$ cat src/rtl/multi_deque_pkg.sv
// Shared types and encodings for the multi-channel deque block.
// Latency: n/a (declarations only).
// Backpressure: n/a (declarations only).
package multi_deque_pkg;

  // Widths for the default configuration; modules derive their own from parameters.
  localparam int DEF_CHANNELS = 4;
  localparam int DEF_WIDTH    = 8;
  localparam int DEF_DEPTH    = 16;
  localparam int PTR_W        = $clog2(DEF_DEPTH);
  localparam int CNT_W        = PTR_W + 1;
  localparam int CH_W         = $clog2(DEF_CHANNELS);

  localparam logic END_FRONT = 1'b0;
  localparam logic END_BACK  = 1'b1;

  // Already-legalised operation handed to a single channel.
  typedef enum logic [2:0] {
    OP_NONE,
    OP_PUSH,
    OP_POP,
    OP_XCHG,
    OP_CLEAR
  } op_e;

  // Raw command bits as seen on the shared port.
  typedef struct packed {
    logic clear;
    logic push;
    logic pop;
    logic end_sel;
  } cmd_t;

endpackage

$ cat src/rtl/multi_deque_channel.sv
// One circular-buffer deque: head/tail pointers, occupancy count, flags.
// Latency: state updates on the clock edge after op; rd_word is combinational.
// Backpressure: none; caller must only issue ops that are legal for empty/full.
module deque_channel
  import multi_deque_pkg::*;
#(
  parameter int WIDTH = 8,
  parameter int DEPTH = 16
) (
  input  logic                     clk,
  input  logic                     rst,
  input  op_e                      op,
  input  logic                     end_sel,
  input  logic [WIDTH-1:0]         wr_data,
  output logic [WIDTH-1:0]         rd_word,
  output logic                     empty,
  output logic                     full,
  output logic [$clog2(DEPTH):0]   count
);

  localparam int PTR_BITS = $clog2(DEPTH);
  localparam int CNT_BITS = PTR_BITS + 1;

  logic [WIDTH-1:0]    mem [DEPTH];
  logic [PTR_BITS-1:0] head;
  logic [PTR_BITS-1:0] tail;
  logic [CNT_BITS-1:0] cnt;
  logic [PTR_BITS-1:0] head_m1;
  logic [PTR_BITS-1:0] tail_m1;
  logic [PTR_BITS-1:0] end_idx;
  logic                wr_en;
  logic [PTR_BITS-1:0] wr_idx;

  // Pointer arithmetic wraps naturally modulo DEPTH (power of two).
  assign head_m1 = head - 1'b1;
  assign tail_m1 = tail - 1'b1;

  // The word currently sitting at the selected end (front = head, back = tail-1).
  assign end_idx = (end_sel == END_FRONT) ? head : tail_m1;
  assign rd_word = mem[end_idx];

  assign empty = (cnt == '0);
  assign full  = (cnt == CNT_BITS'(DEPTH));
  assign count = cnt;

  // Choose the write slot: push grows the chosen end, exchange overwrites it in place.
  always_comb begin
    wr_en  = 1'b0;
    wr_idx = end_idx;
    case (op)
      OP_PUSH: begin
        wr_en  = 1'b1;
        wr_idx = (end_sel == END_FRONT) ? head_m1 : tail;
      end
      OP_XCHG: begin
        wr_en  = 1'b1;
        wr_idx = end_idx;
      end
      default: ;
    endcase
  end

  // Storage array is deliberately left out of reset.
  always_ff @(posedge clk) begin
    if (wr_en && !rst) begin
      mem[wr_idx] <= wr_data;
    end
  end

  // Pointer and occupancy update; exchange leaves both untouched.
  always_ff @(posedge clk) begin
    if (rst) begin
      head <= '0;
      tail <= '0;
      cnt  <= '0;
    end else begin
      case (op)
        OP_CLEAR: begin
          head <= '0;
          tail <= '0;
          cnt  <= '0;
        end
        OP_PUSH: begin
          if (end_sel == END_FRONT) head <= head_m1;
          else                      tail <= tail + 1'b1;
          cnt <= cnt + 1'b1;
        end
        OP_POP: begin
          if (end_sel == END_FRONT) head <= head + 1'b1;
          else                      tail <= tail_m1;
          cnt <= cnt - 1'b1;
        end
        default: ;
      endcase
    end
  end

endmodule

$ cat src/rtl/multi_deque.sv
// CHANNELS independent deques behind one shared command port.
// Latency: popped word and out_valid/err strobes register one edge after the command.
// Backpressure: none; illegal push/pop is dropped and flagged on err for one cycle.
module multi_deque
  import multi_deque_pkg::*;
#(
  parameter int CHANNELS = 4,
  parameter int WIDTH    = 8,
  parameter int DEPTH    = 16
) (
  input  logic                          clk,
  input  logic                          rst,
  input  logic [$clog2(CHANNELS)-1:0]   chan_select,
  input  logic                          end_select,
  input  logic                          push,
  input  logic                          pop,
  input  logic                          clear,
  input  logic [WIDTH-1:0]              data_in,
  output logic [WIDTH-1:0]              data_out,
  output logic                          out_valid,
  output logic                          err,
  output logic [CHANNELS-1:0]           empty,
  output logic [CHANNELS-1:0]           full,
  output logic [$clog2(DEPTH):0]        sel_count
);

  localparam int CH_BITS  = $clog2(CHANNELS);
  localparam int CNT_BITS = $clog2(DEPTH) + 1;

  cmd_t                cmd;
  op_e                 op_sel;
  logic                cmd_err;
  logic                take_vld;
  logic [WIDTH-1:0]    rd_word  [CHANNELS];
  logic [CNT_BITS-1:0] ch_count [CHANNELS];

  assign cmd = '{clear: clear, push: push, pop: pop, end_sel: end_select};

  // Legalise the command against the selected channel's flags; clear dominates.
  always_comb begin
    op_sel  = OP_NONE;
    cmd_err = 1'b0;
    if (!rst) begin
      if (cmd.clear) begin
        op_sel = OP_CLEAR;
      end else if (cmd.push && cmd.pop) begin
        if (empty[chan_select]) cmd_err = 1'b1;
        else                    op_sel  = OP_XCHG;
      end else if (cmd.push) begin
        if (full[chan_select]) cmd_err = 1'b1;
        else                   op_sel  = OP_PUSH;
      end else if (cmd.pop) begin
        if (empty[chan_select]) cmd_err = 1'b1;
        else                    op_sel  = OP_POP;
      end
    end
  end

  assign take_vld  = (op_sel == OP_POP) || (op_sel == OP_XCHG);
  assign sel_count = ch_count[chan_select];

  // Only the addressed channel sees a non-idle op; the rest hold.
  for (genvar i = 0; i < CHANNELS; i++) begin : g_ch
    op_e ch_op;
    assign ch_op = (chan_select == CH_BITS'(i)) ? op_sel : OP_NONE;

    deque_channel #(
      .WIDTH (WIDTH),
      .DEPTH (DEPTH)
    ) u_ch (
      .clk     (clk),
      .rst     (rst),
      .op      (ch_op),
      .end_sel (end_select),
      .wr_data (data_in),
      .rd_word (rd_word[i]),
      .empty   (empty[i]),
      .full    (full[i]),
      .count   (ch_count[i])
    );
  end

  // Capture the outgoing word and raise the one-cycle strobes.
  always_ff @(posedge clk) begin
    if (rst) begin
      data_out  <= '0;
      out_valid <= 1'b0;
      err       <= 1'b0;
    end else begin
      out_valid <= take_vld;
      err       <= cmd_err;
      if (take_vld) begin
        data_out <= rd_word[chan_select];
      end
    end
  end

endmodule

$ cat config.mk
export PLATFORM = sky130hd
export DESIGN_NAME = multi_deque
export DESIGN_NICKNAME = d
export VERILOG_FILES = /design/src/rtl/multi_deque_pkg.sv /design/src/rtl/multi_deque_channel.sv /design/src/rtl/multi_deque.sv
export SDC_FILE = /design/constraint.sdc
export NUM_CORES = 1
export LEC_CHECK = 0
export BUFFER_PORTS_ARGS = -buffer_cell sky130_fd_sc_hd__buf_2
export CORE_MARGIN = 2
export CORE_UTILIZATION = 28
export CTS_CLUSTER_SIZE = 28
export DETAILED_ROUTE_END_ITERATION = 8
export GPL_TIMING_DRIVEN = 0
export PLACE_DENSITY_LB_ADDON = 0.25
export SYNTH_ARGS = -nofsm -noshare
export SYNTH_HDL_FRONTEND = slang
export SYNTH_SLANG_ARGS = --single-unit
export TNS_END_PERCENT = 5
$ cat constraint.sdc
create_clock -name clk -period 7.62 [get_ports clk]
set_input_delay 1.143 -clock clk [delete_from_list [all_inputs] [get_ports clk]]
set_output_delay 1.143 -clock clk [all_outputs]
set_load 0.03 [all_outputs]
==> flow_summary.yaml, run 1 <==
run_status:
  outcome: "complete, no violations"
global_route:
  grt_antenna_before_repair: 2
  globalRouteTotalUtil: 0.148
  grt_pass1_vias: 15435
  grt_start_max_net_pins: 65
  remaining_global_route_overflow: 0
  grt_pass1_wl_um: 103000
setup_path:
  reg2reg_slack_ns: 3.20
  r2r_end: "data_out[4]"
  path_max_fanout: 10
  timing.critical_path.slowest_stage_cell: "nor3_1"
  cp.buffers_inverters: 3
  critical_path.startpoint_type: "input pin"
  crit-reg2reg-launch: "g_ch[3].u_ch.tail[0]"
  count_of_cells_along_the_worst_register_to_register_path: 10
  crit_arrival_ns: 4.97
  crit_path_cells: "clkbuf_1 -> inv_1 -> a221oi_1 -> o311a_1 -> o21a_1 -> clkbuf_1 -> nand3_1 -> nor3_1"
  timing.critical_path.to_type: "flip-flop"
  crit_path_frequent_cell: "clkbuf_1"
  cpLargestDelayFamily: "simple AND/OR/NAND/NOR gates"
  kind_of_critical_path: "in -> reg"
  critPathRequiredTime_ns: 7.86
  critical-path-max-stage-delay_ns: 1.11
synthesis:
  syn-instance-count: 1709
  synthTopCellsByArea: "edfxtp_1 61%, mux4_2 9.1%, dfxtp_1 4.9%, nand2_1 2.3%, nor2_1 1.8%"
  syn_nets: 1759
  synth_enable_flop_cells: 512
  syn-mean-instance-area_um2: 14.8
  ys_types: 84
  yosys_warnings: 0
  synth_flop_cell: "edfxtp_1"
  ys_top_cells_by_count: "512 x edfxtp_1, 158 x nand2_1, 122 x nor2_1, 102 x mux4_2, 74 x a21oi_1"
  ys_ff_latch: 574
  synth.most_common_cell: "edfxtp_1"
  synth_sequential_area_ratio: 0.657
  synth_top_cell_by_area: "edfxtp_1"
  synth.cell_area_um2: 25300
  ys_async_rst_share: 0
  post-synth-top-area-fraction: 0.608
clocking:
  clock_tree_from_tritoncts: "built"
  post_cts_resize_count: 0
  cts-root-to-sink-buffers: 3
  tritoncts_buffers: 58
  cts_setup_buffers: 0
  clk_transition_reported_paths_ns: 0.06
  cts.hold.buffers_added: 0
  cts-root-buf: "clkbuf_16"
  h-tree-depth: 2
  clock_insertion_delay_at_the_later_pin_of_the_skew_report_ns: 0.64
  number_of_sinks_handled_by_clock_tree_synthesis: 574
timing:
  tightest_slew_ns: 1.40
  final_worst_clock_skew_ns: 0.0422
  relSlewSlack: 0.0579
  timing.final.ws_setup_ns: 2.89
  timing.setup.tns_ns: 0
  maxClockFrequency_ghz: 0.211
  report.final.hold_viol_count: 0
  setup_viol_count_final: 0
  drv_slew: 0
  post-route-min-period_ns: 4.73
  timing.hold.ws_ns: 0.511
  grt_setup_unrepaired: "no"
  post-route-period-util: 0.621
min_path:
  min_to: "g_ch[1].u_ch.tail[3]"
  min_from: "g_ch[1].u_ch.tail[3]"
  hold_depth: 2
  holdCritPathClass: "reg -> reg"
floorplanning:
  die-area_um2: 92800
  std_cell_rows: 110
  initial_util: 0.282
  num_io_pins: 39
  die_width_um: 305
  placeableCoreArea_um2: 89700
  dieHeight_um: 305
detailed_routing:
  detail_route.iter0.violations: 1566
  dr.pass1.iters: 5
  wl_per_cell_um: 22.9
  antenna_left: 0
  drt_wl_total_um: 69300
  detailroute.via_count: 15543
  post-route-drc-count: 0
  detail_route.vias_per_cell: 5.13
power:
  vdd_ir_drop_max_mv: 0.187
  total_leakage_power_nw: 9.46
  pwr_density_nw_per_um2: 237
layout:
  syn_to_final_growth_pct: 14.5
  n_antenna_cell: 0
  layout.nets: 1855
  drive_gt1_frac: 0.175
  final_cell_area_um2: 29000
run:
  cap_viol_max_count: 0
placed_design:
  detailedPlacementHpwl_um: 45900
  finalWeightedCongestion: 0.885
  place_worst_setup_slack_ns: 2.31
  port_buffers: 33
  postPlaceCellArea_um2: 27000
## metal layers
layer  GRT usage  vias to the layer above  part of all wire
li1            -                     6954                 -
met1       0.207                     7976              0.45
met2       0.239                      515              0.47
met3      0.0224                       94             0.056
met4      0.0386                        4             0.023
met5           0                        -           0.00040
## cells by family after synthesis
group | share of synthesized area
xor+xnor | 0.0100
mux | 0.103
simple gates | 0.0897
fa+ha+maj | 0.0180
compound gates | 0.0968
flops | 0.657
buf+inv | 0.0253
## how the worst max path moves through the flow
stage	slack, ns	to	cells after the start	startpoint
finish	2.89	g_ch[0].u_ch.mem[12][0]	8	chan_select[0]
global route	2.75	g_ch[1].u_ch.mem[14][1]	8	chan_select[0]
CTS	2.98	g_ch[0].u_ch.mem[12][6]	8	chan_select[0]
detailed placement	2.31	g_ch[0].u_ch.mem[12][3]	8	chan_select[0]
global placement	2.29	g_ch[0].u_ch.mem[13][3]	8	chan_select[0]
floorplan	3.76	g_ch[2].u_ch.mem[10][0]	9	clear
## power breakdown
group          switching [mW]  leakage (nW)  internal [mW]  total (mW)
Sequential            0.00661          5.10           3.43        3.44
Clock                    1.25         0.967           1.72        2.97
Combinational           0.305          3.39          0.143       0.448
Total                    1.56          9.46           5.29        6.86
## flip-flops by register name, indices dropped and copies added (netlist names)
| name | count |
|---|---|
| g_ch.u_ch.mem | 512 |
| g_ch.u_ch.count | 20 |
| g_ch.u_ch.head | 16 |
| g_ch.u_ch.tail | 16 |
| data_out | 8 |
| err | 1 |
| out_valid | 1 |
## cell usage in the layout (no fill, tap or decap), types with 22 or more instances in the layout
cell	count
edfxtp_1	512
nand2_1	158
nor2_1	122
mux4_2	102
a21oi_1	74
dfxtp_1	62
clkbuf_1	61
clkbuf_16	59
buf_2	55
a211oi_1	38
nor3_1	34
inv_1	32
nand3_1	31
mux2i_1	31
ha_1	30
o21ai_0	28
and3_1	26
xnor2_1	22
a31oi_1	22
## worst register-to-register path: cells and delay by family (launching register included)
kind                       cells  cell delay [ns]
buffers and inverters          3             1.06
adders and majority gates      1             0.35
DFF                            1             0.35
muxes                          1             0.45
AOI/OAI and AO/OA              3             1.40
and+or+nand+nor                2             0.70
## cell type report
class / count / area, um2
sequential: 574 / 16600
buffer: 98 / 504
clock buffer: 78 / 1600
fill: 8826 / 60800
timing repair buffer: 36 / 195
clock inverter: 29 / 384
multi-input combinational: 1001 / 8070
inverter: 36 / 135
tap: 1176 / 1470
## per-stage QoR
stage | power, mW | std cells | util
after floorplan | 3.78 | 1709 | -
after global placement | 3.95 | 2918 | 0.300
after detailed placement | 3.96 | 2921 | 0.301
after CTS | 6.93 | 3028 | 0.323
after global routing | 7.07 | 3028 | 0.323
final | 6.86 | 3028 | 0.323
Note: power is estimated with default switching activity, not from simulation.
==> inputs of run 2 (changes only) <==
--- a/config.mk
+++ b/config.mk
@@ -5,6 +5,7 @@
 export SDC_FILE = /design/constraint.sdc
 export NUM_CORES = 1
 export LEC_CHECK = 0
+export ABC_AREA = 1
 export BUFFER_PORTS_ARGS = -buffer_cell sky130_fd_sc_hd__buf_2
 export CORE_MARGIN = 2
 export CORE_UTILIZATION = 28
==> constraint.sdc (replaced) <==
create_clock -name clk -period 4 [get_ports clk]
set_input_delay 0.6 -clock clk [delete_from_list [all_inputs] [get_ports clk]]
set_output_delay 0.6 -clock clk [all_outputs]
set_load 0.03 [all_outputs]
==> run 2 against run 1 <==
Net effect:
- combinational power grew to 3.1 times the previous value
- worst setup slack lost 2.8 ns
- cell count grew 27%
- power grew 100%
- count of clock-buffer cells in the layout shrank 6
- cell area grew 3.1%
- global-route usage grew 1.7 points
- sequential power grew 91%
- critical path type is now reg -> reg
==> flow_summary.yaml, run 2 <==
floorplanning:
  die-area_um2: 95200
  dieHeight_um: 309
  placeableCoreArea_um2: 91800
  die_width_um: 309
  num_io_pins: 39
  initial_util: 0.283
  std_cell_rows: 111
setup_path:
  count_of_cells_along_the_worst_register_to_register_path: 12
  r2r_end: "g_ch[2].u_ch.mem[7][6]"
  crit_arrival_ns: 4.13
  timing.critical_path.to: "g_ch[2].u_ch.mem[7][6]"
  kind_of_critical_path: "reg -> reg"
  path_max_fanout: 10
  reg2reg_slack_ns: 0.13
  critical_path.startpoint_type: "flip-flop"
  critPathRequiredTime_ns: 4.26
  cp-startpoint: "g_ch[0].u_ch.count[0]"
  timing.critical_path.to_type: "flip-flop"
  crit-reg2reg-launch: "g_ch[0].u_ch.count[0]"
power:
  p_switching_mw: 3.51
  total_leakage_power_nw: 10.8
  p_seq_frac: 0.469
  share_clk_of_total_power: 0.430
  sw_frac_of_total: 0.250
  power_report.internal_total_mw: 10.5
  pwr_density_nw_per_um2: 469
  p_total_mw: 14.0
  vdd_ir_drop_max_mv: 0.316
  combPwrFrac: 0.101
layout:
  final_core_utilization: 0.325
  layout.nets: 2608
  syn_to_final_growth_pct: 15.0
  mostFrequentLayoutCell: "edfxtp_1"
  drive_gt1_frac: 0.101
  final_cell_mix: "512 x edfxtp_1, 412 x nand2_1, 406 x nor2_1, 263 x o21ai_0, 166 x nand3_1"
  max_flop_register: "g_ch.u_ch.mem"
  largest_register_ff_count: 512
synthesis:
  syn-instance-count: 2457
  yosys_warnings: 0
  ys_types: 40
  synth_flop_cell: "edfxtp_1"
  post-synth-top-area-fraction: 0.592
  ys_ff_latch: 574
  synth.cell_area_um2: 26000
  ys_async_rst_share: 0
  synth_sequential_area_ratio: 0.640
  syn-mean-instance-area_um2: 10.6
  synth.most_common_cell: "edfxtp_1"
  synth_top_cell_by_area: "edfxtp_1"
  syn_nets: 2507
  ys_top_cells_by_count: "512 x edfxtp_1, 412 x nand2_1, 406 x nor2_1, 263 x o21ai_0, 166 x nand3_1"
  synthTopCellsByArea: "edfxtp_1 59%, nand2_1 6.0%, nor2_1 5.9%, o21ai_0 5.1%, dfxtp_1 4.8%"
  synth_enable_flop_cells: 512
detailed_routing:
  detail_route.iter0.violations: 1725
  wl_per_cell_um: 20.5
  antenna_left: 0
  dr.pass1.iters: 5
  detail_route.vias_per_cell: 4.85
  drt_wl_total_um: 78900
  post-route-drc-count: 0
  detailroute.via_count: 18692
timing:
  maxClockFrequency_ghz: 0.258
  post-route-min-period_ns: 3.87
  final_worst_clock_skew_ns: 0.0377
  setup_viol_count_final: 0
  tightest_slew_ns: 1.38
  drv_slew: 0
  post-route-period-util: 0.968
  grt_setup_unrepaired: "yes"
  report.final.hold_viol_count: 0
  relSlewSlack: 0.0814
clocking:
  clock_tree_from_tritoncts: "built"
  tritoncts_buffers: 61
  post_cts_resize_count: 0
  cts.hold.buffers_added: 0
  cts-root-buf: "clkbuf_16"
  h-tree-depth: 2
  clk_transition_reported_paths_ns: 0.06
  cts-root-to-sink-buffers: 3
  cts_setup_buffers: 0
  clock_insertion_delay_at_the_later_pin_of_the_skew_report_ns: 0.65
  number_of_sinks_handled_by_clock_tree_synthesis: 574
global_route:
  grt_antenna_before_repair: 2
  grt_pass1_vias: 18289
  remaining_global_route_overflow: 0
  grt_start_max_net_pins: 65
  grt_pass1_wl_um: 117000
  globalRouteTotalUtil: 0.165
run_status:
  outcome: "complete, no violations"
run:
  cap_viol_max_count: 0
min_path:
  holdCritPathClass: "in -> reg"
placed_design:
  detailedPlacementHpwl_um: 52300
  port_buffers: 37
  finalWeightedCongestion: 0.872
## run 2: cell count changes in the layout (fill, tap and decap cells not counted), moves of 31 or more
cell	delta
nand3_1	+135
o21ai_0	+235
inv_1	+123
a21oi_1	-35
nor3_1	-34
nor2_1	+284
nand2_1	+254
mux4_2	-102
mux2i_1	-31
o211ai_1	+113
a211oi_1	-38
## run 2: worst min path at each step
stage                                  endpoint  slack, ns  cells after the start                   from
after global placement    g_ch[0].u_ch.count[4]       0.45                      2  g_ch[0].u_ch.count[4]
after floorplan           g_ch[0].u_ch.count[4]       0.44                      2  g_ch[0].u_ch.count[4]
final                                       err       0.38                      3                    pop
after global routing                        err       0.38                      3                    pop
after detailed placement            data_out[6]       0.46                      2            data_out[6]
after CTS                                   err       0.32                      3                    pop
## run 2: through the flow
stage                     worst slack (ns)  cells  setup TNS [ns]  hold slack [ns]  cell area (um2)
after floorplan                       1.20   2457               0            0.439            26000
after global placement              0.0384   3737               0            0.452            27700
after detailed placement           -0.0543   3738           -1.75            0.460            27800
after CTS                            0.283   3851               0            0.322            29900
after global routing               -0.0811   3851           -1.92            0.383            29900
final                                0.127   3852               0            0.375            29900
## run 2: routing by layer
metal | vias to the layer above | part of all wire | global-route usage
met5 | - | 0.00030 | 0
met4 | 4 | 0.034 | 0.0623
met3 | 144 | 0.076 | 0.0356
met2 | 642 | 0.43 | 0.247
met1 | 9161 | 0.46 | 0.232
li1 | 8741 | - | -
## run 2: power groups by stage
stage / logic [mW] / clock network [mW] / registers (mW)
final: 1.41 / 6.03 / 6.58
after global routing: 1.53 / 6.38 / 6.58
after CTS: 1.39 / 6.15 / 6.57
after detailed placement: 1.39 / 0 / 6.70
after global placement: 1.37 / 0 / 6.70
after floorplan: 0.797 / 0 / 6.70
## run 2: cell families after synthesis
| family | Yosys count | share of synthesized area |
|---|---|---|
| fa+ha+maj | 34 | 0.0175 |
| buf+inv | 291 | 0.0472 |
| flops | 574 | 0.640 |
| compound gates | 472 | 0.108 |
| simple gates | 1036 | 0.169 |
| xor+xnor | 50 | 0.0192 |
## run 2: worst max-delay path: stages (launching register included)
cell	delay (ns)
dfxtp_1	0.51
nor2_1	0.11
nand3_1	0.16
nor2_1	0.11
nor2_4	0.16
nand2_2	0.08
nand2_4	0.20
nand3_1	0.35
nor2_2	0.45
nand2_1	0.11
o21ai_1	0.28
nand3_1	0.23
nor2_1	0.72
## run 2: cell type report
cell class,count,area (um2)
Antenna cell,1,2.50
Buffer,117,572
Clock buffer,72,1590
Clock inverter,41,529
Fill cell,9299,61900
Inverter,174,653
Multi-Input combinational cell,1592,8130
Sequential cell,574,16600
Tap cell,1243,1560
Timing Repair Buffer,38,228
==> inputs of run 3 (changes only) <==
--- a/config.mk
+++ b/config.mk
@@ -7,6 +7,7 @@
 export LEC_CHECK = 0
 export ABC_AREA = 1
 export BUFFER_PORTS_ARGS = -buffer_cell sky130_fd_sc_hd__buf_2
+export CORE_ASPECT_RATIO = 0.75
 export CORE_MARGIN = 2
 export CORE_UTILIZATION = 28
 export CTS_CLUSTER_SIZE = 28
==> run 3 against run 2 <==
Net effect:
- critical endpoint is now data_out[4]
- worst hold slack better by 0.031 ns
- global-route usage up 0.94 points
- critical path type unchanged
- sequential cell count unchanged
- wire length is 5.5% higher
- worst setup slack lost 0.10 ns
- largest cell class unchanged
- utilization up 0.077 points
- register-to-register slack lost 0.10 ns
==> flow_summary.yaml, run 3 (same netlist as run 2, synthesis figures left out) <==
detailed_routing:
  drt_wl_total_um: 83300
  detail_route.iter0.violations: 2446
  detailroute.via_count: 18988
  detail_route.vias_per_cell: 4.95
  wl_per_cell_um: 21.7
  dr.pass1.iters: 7
  post-route-drc-count: 0
  antenna_left: 0
timing:
  final_worst_clock_skew_ns: 0.0220
  post-route-min-period_ns: 3.97
  grt_setup_unrepaired: "no"
  relSlewSlack: 0.296
  timing.setup.tns_ns: 0
  drv_slew: 0
  report.final.hold_viol_count: 0
  post-route-period-util: 0.994
  timing.final.ws_setup_ns: 0.0254
  maxClockFrequency_ghz: 0.252
  tightest_slew_ns: 1.05
  setup_viol_count_final: 0
layout:
  final_cell_mix: "512 x edfxtp_1, 412 x nand2_1, 406 x nor2_1, 262 x o21ai_0, 166 x nand3_1"
  filler_cell_count: 9239
  sequential_cell_area_um2: 16600
  largest_register_ff_count: 512
  mostFrequentLayoutCell: "edfxtp_1"
  finish.cell_count_without_fillers: 3835
  multi_input_area_um2: 8130
  max_flop_register: "g_ch.u_ch.mem"
  drive_gt1_frac: 0.101
  n_antenna_cell: 0
  layout.nets: 2610
  syn_to_final_growth_pct: 15.1
setup_path:
  crit_arrival_ns: 4.48
  cp-startpoint: "g_ch[3].u_ch.tail[0]"
  critPathRequiredTime_ns: 4.50
  reg2reg_slack_ns: 0.03
  cpLargestDelayFamily: "compound AO/OA/AOI/OAI gates"
  critical_path.startpoint_type: "flip-flop"
  timing.critical_path.to_type: "flip-flop"
  crit-reg2reg-launch: "g_ch[3].u_ch.tail[0]"
  path_max_fanout: 10
  crit_path_cells: "inv_1 -> ha_1 -> o21ai_1 -> clkbuf_1 -> nor2_1 -> o21ai_0 -> o211ai_1 -> nand3_1 -> nand2_1 -> nand2_1 -> nand2_1 -> o21ai_0 -> nand2_1"
  crit_path_frequent_cell: "nand2_1"
  kind_of_critical_path: "reg -> reg"
  timing.critical_path.slowest_stage_cell: "o21ai_0"
  critical-path-max-stage-delay_ns: 0.73
  cp.buffers_inverters: 2
min_path:
  min_from: "pop"
  holdCritPathClass: "in -> reg"
run_status:
  outcome: "complete, no violations"
clocking:
  clock_tree_from_tritoncts: "built"
  cts-root-buf: "clkbuf_16"
  number_of_sinks_handled_by_clock_tree_synthesis: 574
  cts_setup_buffers: 0
  cts-root-to-sink-buffers: 3
  clk_transition_reported_paths_ns: 0.06
  clock_insertion_delay_at_the_later_pin_of_the_skew_report_ns: 0.65
  h-tree-depth: 2
  tritoncts_buffers: 58
power:
  pwr_density_nw_per_um2: 466
  vdd_ir_drop_max_mv: 0.341
  total_leakage_power_nw: 10.8
floorplanning:
  initial_util: 0.283
  placeableCoreArea_um2: 91600
  std_cell_rows: 96
  die-area_um2: 95200
  num_io_pins: 39
  die_width_um: 356
  dieHeight_um: 268
global_route:
  grt_pass1_vias: 18108
  remaining_global_route_overflow: 0
  grt_start_max_net_pins: 65
  grt_antenna_before_repair: 2
  grt_pass1_wl_um: 122000
  globalRouteTotalUtil: 0.174
placed_design:
  detailedPlacementHpwl_um: 58700
  place_inst: 3725
  port_buffers: 37
  finalWeightedCongestion: 0.897
  place_worst_setup_slack_ns: -0.0855
run:
  cap_viol_max_count: 0
[run 3: area by class of cell]
cell class	count	share of cell area
Clock buffer	80	0.0555
Tap cell	1225	0.0513
Timing Repair Buffer	43	0.0113
Inverter	174	0.0218
Multi-Input combinational cell	1592	0.272
Sequential cell	574	0.556
Clock inverter	30	0.0132
Buffer	117	0.0191
[run 3: path summary, 6_finish.rpt]
check / cells past startpoint / to
worst min-delay path: 3 / err
worst max register to register: 13 / data_out[4]
worst max-delay path: 13 / data_out[4]
worst min register to register: 2 / data_out[1]
[run 3: worst reg2reg max path, cell delays in order (launching register included)]
cell      delay, ns
dfxtp_1        0.40
inv_1          0.13
ha_1           0.34
o21ai_1        0.55
clkbuf_1       0.57
nor2_1         0.12
o21ai_0        0.23
o211ai_1       0.16
nand3_1        0.10
nand2_1        0.11
nand2_1        0.21
nand2_1        0.08
o21ai_0        0.73
nand2_1        0.11
[run 3: where the power goes]
part	leakage [nW]	internal [mW]	switching (mW)	total, mW
clock	0.998	3.48	2.41	5.89
combinational	4.69	0.361	1.10	1.46
sequential	5.10	6.55	0.0271	6.57
total	10.8	10.4	3.53	13.9
[run 3: through the flow]
stage / total power, mW / utilization / hold slack, ns / instance area (um2)
finish: 13.9 / 0.326 / 0.406 / 29900
global route: 14.4 / 0.326 / 0.355 / 29900
CTS: 14.0 / 0.326 / 0.320 / 29900
detailed placement: 8.13 / 0.304 / 0.457 / 27800
global placement: 8.11 / 0.302 / 0.451 / 27700
floorplan: 7.50 / - / 0.439 / 26000
[run 3: repair_timing]
item	CTS	global route
gates resized for setup	1	0
setup endpoints to repair	1	0
hold buffers	0	0
[run 3: routing by layer]
| metal | global-route usage | up-vias | part of all wire | wire, um |
|---|---|---|---|---|
| li1 | - | 8753 | - | - |
| met2 | 0.223 | 693 | 0.37 | 31100 |
| met1 | 0.284 | 9437 | 0.52 | 43300 |
| met4 | 0.0426 | 4 | 0.020 | 1650 |
| met3 | 0.0399 | 101 | 0.085 | 7090 |
| met5 | 0.00700 | - | 0.0012 | 99 |
